$ cat config.mk
export PLATFORM = sky130hd
export DESIGN_NAME = prog_loader
export DESIGN_NICKNAME = d
export VERILOG_FILES = /design/src/rtl/prog_loader.sv
export SDC_FILE = /design/constraint.sdc
export NUM_CORES = 1
export LEC_CHECK = 0
export CAP_MARGIN = 20
export CORE_ASPECT_RATIO = 0.6
export CORE_MARGIN = 5
export CORE_UTILIZATION = 58
export CTS_CLUSTER_DIAMETER = 150
export DETAILED_ROUTE_END_ITERATION = 12
export GPL_TIMING_DRIVEN = 0
export HOLD_SLACK_MARGIN = 0.15
export PLACE_DENSITY = 0.8
export SLEW_MARGIN = 20
export SYNTH_ARGS = -nofsm -noshare
export SYNTH_HDL_FRONTEND = slang
export SYNTH_SLANG_ARGS = --single-unit
$ cat constraint.sdc
create_clock -name CLOCK -period 3.33 [get_ports CLOCK]
set_input_delay 0.4995 -clock CLOCK [delete_from_list [all_inputs] [get_ports CLOCK]]
set_output_delay 0.4995 -clock CLOCK [all_outputs]
set_load 0.05 [all_outputs]
$ cat src/rtl/prog_loader.sv
// Program-memory writer: takes a byte stream, assembles little-endian 32-bit words,
// writes them from address 0 upward while holding the CPU, and checks a trailing XOR sum.
module prog_loader #(
  parameter int MEM_DEPTH = 256,
  parameter int ADDR_W    = 32
) (
  input  logic              CLOCK,
  input  logic              RESET_N,
  input  logic              START,
  input  logic [7:0]        BYTE_IN,
  input  logic              BYTE_VALID,
  output logic              BYTE_READY,
  output logic              MEM_WE,
  output logic [ADDR_W-1:0] MEM_ADDR,
  output logic [31:0]       MEM_DATA,
  output logic              CPU_HOLD,
  output logic              DONE,
  output logic              ERR
);

  typedef enum logic [2:0] {
    S_IDLE, S_HDR, S_DATA, S_CSUM, S_DONE, S_ERROR
  } state_t;

  state_t            state_q, state_d;
  logic [1:0]        byte_cnt_q, byte_cnt_d;
  logic [31:0]       asm_q, asm_d;
  logic [31:0]       count_q, count_d;
  logic [ADDR_W-1:0] idx_q, idx_d;
  logic [31:0]       csum_q, csum_d;
  logic              we_q, we_d;
  logic [ADDR_W-1:0] addr_q, addr_d;
  logic [31:0]       data_q, data_d;
  logic              hold_q, hold_d;
  logic              done_q, done_d;
  logic              err_q, err_d;

  logic        xfer;
  logic        word_done;
  logic [31:0] asm_next;

  assign BYTE_READY = (state_q == S_HDR) || (state_q == S_DATA) || (state_q == S_CSUM);
  assign xfer       = BYTE_VALID && BYTE_READY;
  // Shifting in from the top leaves byte 0 in bits [7:0] after four transfers.
  assign asm_next   = {BYTE_IN, asm_q[31:8]};
  assign word_done  = xfer && (byte_cnt_q == 2'd3);

  always_comb begin
    state_d    = state_q;
    byte_cnt_d = byte_cnt_q;
    asm_d      = asm_q;
    count_d    = count_q;
    idx_d      = idx_q;
    csum_d     = csum_q;
    we_d       = 1'b0;
    addr_d     = addr_q;
    data_d     = data_q;
    hold_d     = hold_q;
    done_d     = done_q;
    err_d      = err_q;

    if (xfer) begin
      asm_d      = asm_next;
      byte_cnt_d = byte_cnt_q + 2'd1;
    end

    unique case (state_q)
      S_IDLE, S_DONE, S_ERROR: begin
        if (START) begin
          state_d    = S_HDR;
          done_d     = 1'b0;
          err_d      = 1'b0;
          csum_d     = '0;
          idx_d      = '0;
          byte_cnt_d = '0;
          hold_d     = 1'b1;
        end
      end
      S_HDR: begin
        if (word_done) begin
          count_d = asm_next;
          if (asm_next > 32'(MEM_DEPTH)) begin
            state_d = S_ERROR;
            err_d   = 1'b1;
            hold_d  = 1'b0;
          end else if (asm_next == 32'd0) begin
            state_d = S_CSUM;
          end else begin
            state_d = S_DATA;
          end
        end
      end
      S_DATA: begin
        if (word_done) begin
          we_d   = 1'b1;
          addr_d = idx_q;
          data_d = asm_next;
          idx_d  = idx_q + 1'b1;
          csum_d = csum_q ^ asm_next;
          if (32'(idx_q) == count_q - 32'd1) begin
            state_d = S_CSUM;
          end
        end
      end
      S_CSUM: begin
        if (word_done) begin
          hold_d = 1'b0;
          if (asm_next == csum_q) begin
            state_d = S_DONE;
            done_d  = 1'b1;
          end else begin
            state_d = S_ERROR;
            err_d   = 1'b1;
          end
        end
      end
      default: state_d = S_IDLE;
    endcase
  end

  always_ff @(posedge CLOCK) begin
    if (!RESET_N) begin
      state_q    <= S_IDLE;
      byte_cnt_q <= '0;
      asm_q      <= '0;
      count_q    <= '0;
      idx_q      <= '0;
      csum_q     <= '0;
      we_q       <= 1'b0;
      addr_q     <= '0;
      data_q     <= '0;
      hold_q     <= 1'b0;
      done_q     <= 1'b0;
      err_q      <= 1'b0;
    end else begin
      state_q    <= state_d;
      byte_cnt_q <= byte_cnt_d;
      asm_q      <= asm_d;
      count_q    <= count_d;
      idx_q      <= idx_d;
      csum_q     <= csum_d;
      we_q       <= we_d;
      addr_q     <= addr_d;
      data_q     <= data_d;
      hold_q     <= hold_d;
      done_q     <= done_d;
      err_q      <= err_d;
    end
  end

  assign MEM_WE   = we_q;
  assign MEM_ADDR = addr_q;
  assign MEM_DATA = data_q;
  assign CPU_HOLD = hold_q;
  assign DONE     = done_q;
  assign ERR      = err_q;

endmodule

==> flow_summary.ini <==
[hold_path]
hold_path_class = input pin to flip-flop
holdPathStages = 2
whs_endpoint = count_q[26]
hp-start = RESET_N

[logic_synthesis]
synth_area_per_cell_um2 = 7.92
synth_top_area_share_pct = 41.7
ys_seq_elements = 193
synth-warning-count = 0
syn_inst = 1170
synth_area_leaders = dfxtp_1 (42%), nand2_1 (11%), a21boi_0 (9.9%)
synth_edf_count = 0
syn-num-nets = 1185
ys_seq_area_share_pct = 41.7
synth_area_leader_cell = dfxtp_1
synth_area_mm2 = 0.00927
synth-main-ff-cell = dfxtp_1
synthArstFlopShare_pct = 0
ys_types = 57

[critical_path]
cpPeakStageDelay_ns = 0.59
ff2ff_path_depth = 10
cp-startpoint = count_q[5]
cpLargestDelayFamily = simple AND/OR/NAND/NOR gates
r2r_setup_slack_ns = -0.03
critPathKind = flip-flop to flip-flop
cpMaxStageDelayCell = or4_4
critPathBufInv = 2
worst_r2r_endpoint = state_q[0]
cp.required_ns = 3.71
startpoint_type = flip-flop
worstPathArrival_ns = 3.74
worstSetupEndpointType = flip-flop
reg2reg_from = count_q[5]
path_cells = buf_6, or4_4, or4_4, buf_6, nor4_4, mux2i_1, o311ai_2, nand4_1, a2111oi_4, o211a_1
critPathMaxFanout = 10

[timing]
worst_slack_ns = -0.0306
setup_viol = 1
clock_skew_ns = 0.0154
worstMarginPinSlew_ns = 0.886
fin_crit_sh_pct = 101
period_minus_slack_ns = 3.36
hold_violations = 0
fmax_ghz = 0.298
setup_tns_ns = -0.0306
max_slew_margin_pct = 40.9
rsz0062_at_grt = yes
drv_slew = 0

[clocking]
hold_buffers = 0
worstSkewPairLatency_ns = 0.44
htree_num_levels = 4
cts_tree = built
cts-buffers-inserted = 17
cts.path.max_buffers = 2
clkTransAtPathRegs_ns = 0.08
cts_root_buf = clkbuf_16
cts_sinks = 193

[place]
placed_cell_area_mm2 = 0.0103
dpl.hpwl_um = 19400
gp_routability_congestion = 0.925
io_buffers = 73

[floorplan]
fp.dieH_um = 108
die_area_mm2 = 0.0187
die_w_um = 173
core_mm2 = 0.0155
ios = 81
initial_core_util_pct = 59.8
placementRows = 35

[finish]
fillerInstances = 1245
layout-drive-gt1-share_pct = 4.94
syn_to_final_growth_pct = 17.9
nNetsFinal = 1279
fin_area_mm2 = 0.0109
n_antenna_cell = 0

[global_routing]
grt_pass1_vias = 8078
antenna_found_initial = 0
grt_pass1_wl_um = 43500
grt_max_degree = 19
grt.total_usage_pct = 29.1
overflow = 0

[detailed_routing]
drt-initial-drc-count = 1008
drt-pass1-iter-count = 5
ant_nets = 0
via_per_inst = 5.94
vias = 8788
drcViolationCount = 0
wirelength_um = 27300
wl_per_cell_um = 18.5

[power]
powerDensity_mw_per_mm2 = 416
irDropWorstVdd_mv = 0.342
power.total_mw = 4.55
p_leak_nw = 3.74

[run]
drv_cap = 0

[outcome]
status = finished with violations
violations = negative setup slack
## per-stage QoR
step	hold slack (ns)	std cells	setup slack [ns]	util (%)
after CTS	0.426	1477	-0.0650	70.0
after detailed placement	0.457	1446	-0.548	66.1
after global routing	0.473	1479	-0.0894	70.5
after global placement	0.450	1446	-0.463	66.1
after floorplan	0.440	1170	0.361	-
final	0.441	1479	-0.0306	70.5
## routing by layer
metal  share of wire (%)  global-route usage, %  up-vias
met1                  47                   43.7     4162
met2                  41                   42.4      456
met4                 1.5                   8.65        0
met5                   0                      0        -
li1                    -                      -     4136
met3                  11                   5.65       34
## placed cells by master, fill, tap and decap left out, types with 6 or more instances in the layout
cell	synthesis	layout
clkbuf_16	0	17
nand2_1	280	280
inv_1	10	10
clkdlybuf4s50_1	0	73
a21boi_0	122	122
nor4b_1	8	7
nor2_1	64	63
nor3_1	17	15
a21oi_1	40	40
or3_1	17	17
and2_1	14	14
xor2_1	49	49
nand4_1	12	12
nor2b_1	9	9
dfxtp_1	193	193
o21ai_0	82	82
mux2i_1	6	6
and3_1	10	10
xnor2_1	37	37
nand3_1	14	14
clkbuf_1	95	94
nor4_1	21	20
## Yosys cell counts, drive strengths merged (3+ instances only)
library cell  count
a21oi            40
nor2b             9
nand3            14
and2             14
a31oi             5
or2               3
a21boi          122
nor4b             9
and3             10
or3              17
ha                3
or4               6
buf               5
o31ai             3
inv              10
mux2i             6
xor2             49
xnor2            37
a2111oi           3
clkbuf           95
nor2             64
o21ai            82
nor3b             3
o211ai            3
nand4            12
nand2b            3
nor4             25
nor3             17
nand2           280
dfxtp           193
## worst max path at each step
stage	slack (ns)	depth (start not counted)	end
after global routing	-0.09	10	state_q[0]
after detailed placement	-0.55	8	idx_q[29]
after CTS	-0.07	11	state_q[0]
after floorplan	0.36	10	state_q[0]
after global placement	-0.46	8	idx_q[29]
final	-0.03	10	state_q[0]
## final cells by class
| class | instances | area (um^2) | share of cell area (%) |
|---|---|---|---|
| multi-input combinational | 867 | 5060 | 46.3 |
| timing repair buffer | 76 | 753 | 6.89 |
| tap | 203 | 254 | 2.32 |
| clock buffer | 19 | 453 | 4.14 |
| inverter | 10 | 37.5 | 0.343 |
| buffer | 99 | 388 | 3.55 |
| sequential | 193 | 3860 | 35.4 |
| clock inverter | 12 | 116 | 1.06 |
## registers in the layout (all words and copies together), names as in the netlist
| signal | cells |
|---|---|
| idx_q | 32 |
| DONE | 1 |
| MEM_WE | 1 |
| state_q | 3 |
| asm_q | 24 |
| count_q | 32 |
| MEM_ADDR | 32 |
| CPU_HOLD | 1 |
| MEM_DATA | 32 |
| csum_q | 32 |
| ERR | 1 |
| byte_cnt_q | 2 |
## cells by family after synthesis
family                     share of synthesized area (%)
AOI/OAI and AO/OA                                   19.0
xor gates and xnor gates                            8.13
adders and majority gates                          0.405
buffers and inverters                               4.63
DFF                                                 41.7
muxes                                              0.891
and+or+nand+nor                                     25.2
## power by group
group / leakage [nW] / internal (mW) / switching, mW
registers: 1.56 / 2.31 / 0.00522
clock network: 0.278 / 1.03 / 0.995
logic: 1.90 / 0.0618 / 0.146
## timing repair
item                                    4_1_cts  5_1_grt
gates resized for setup                       4        8
pin swaps                                     0        2
endpoints found under the setup margin       12       13
buffers inserted                              0        3
Note: power is estimated with default switching activity, not from simulation.
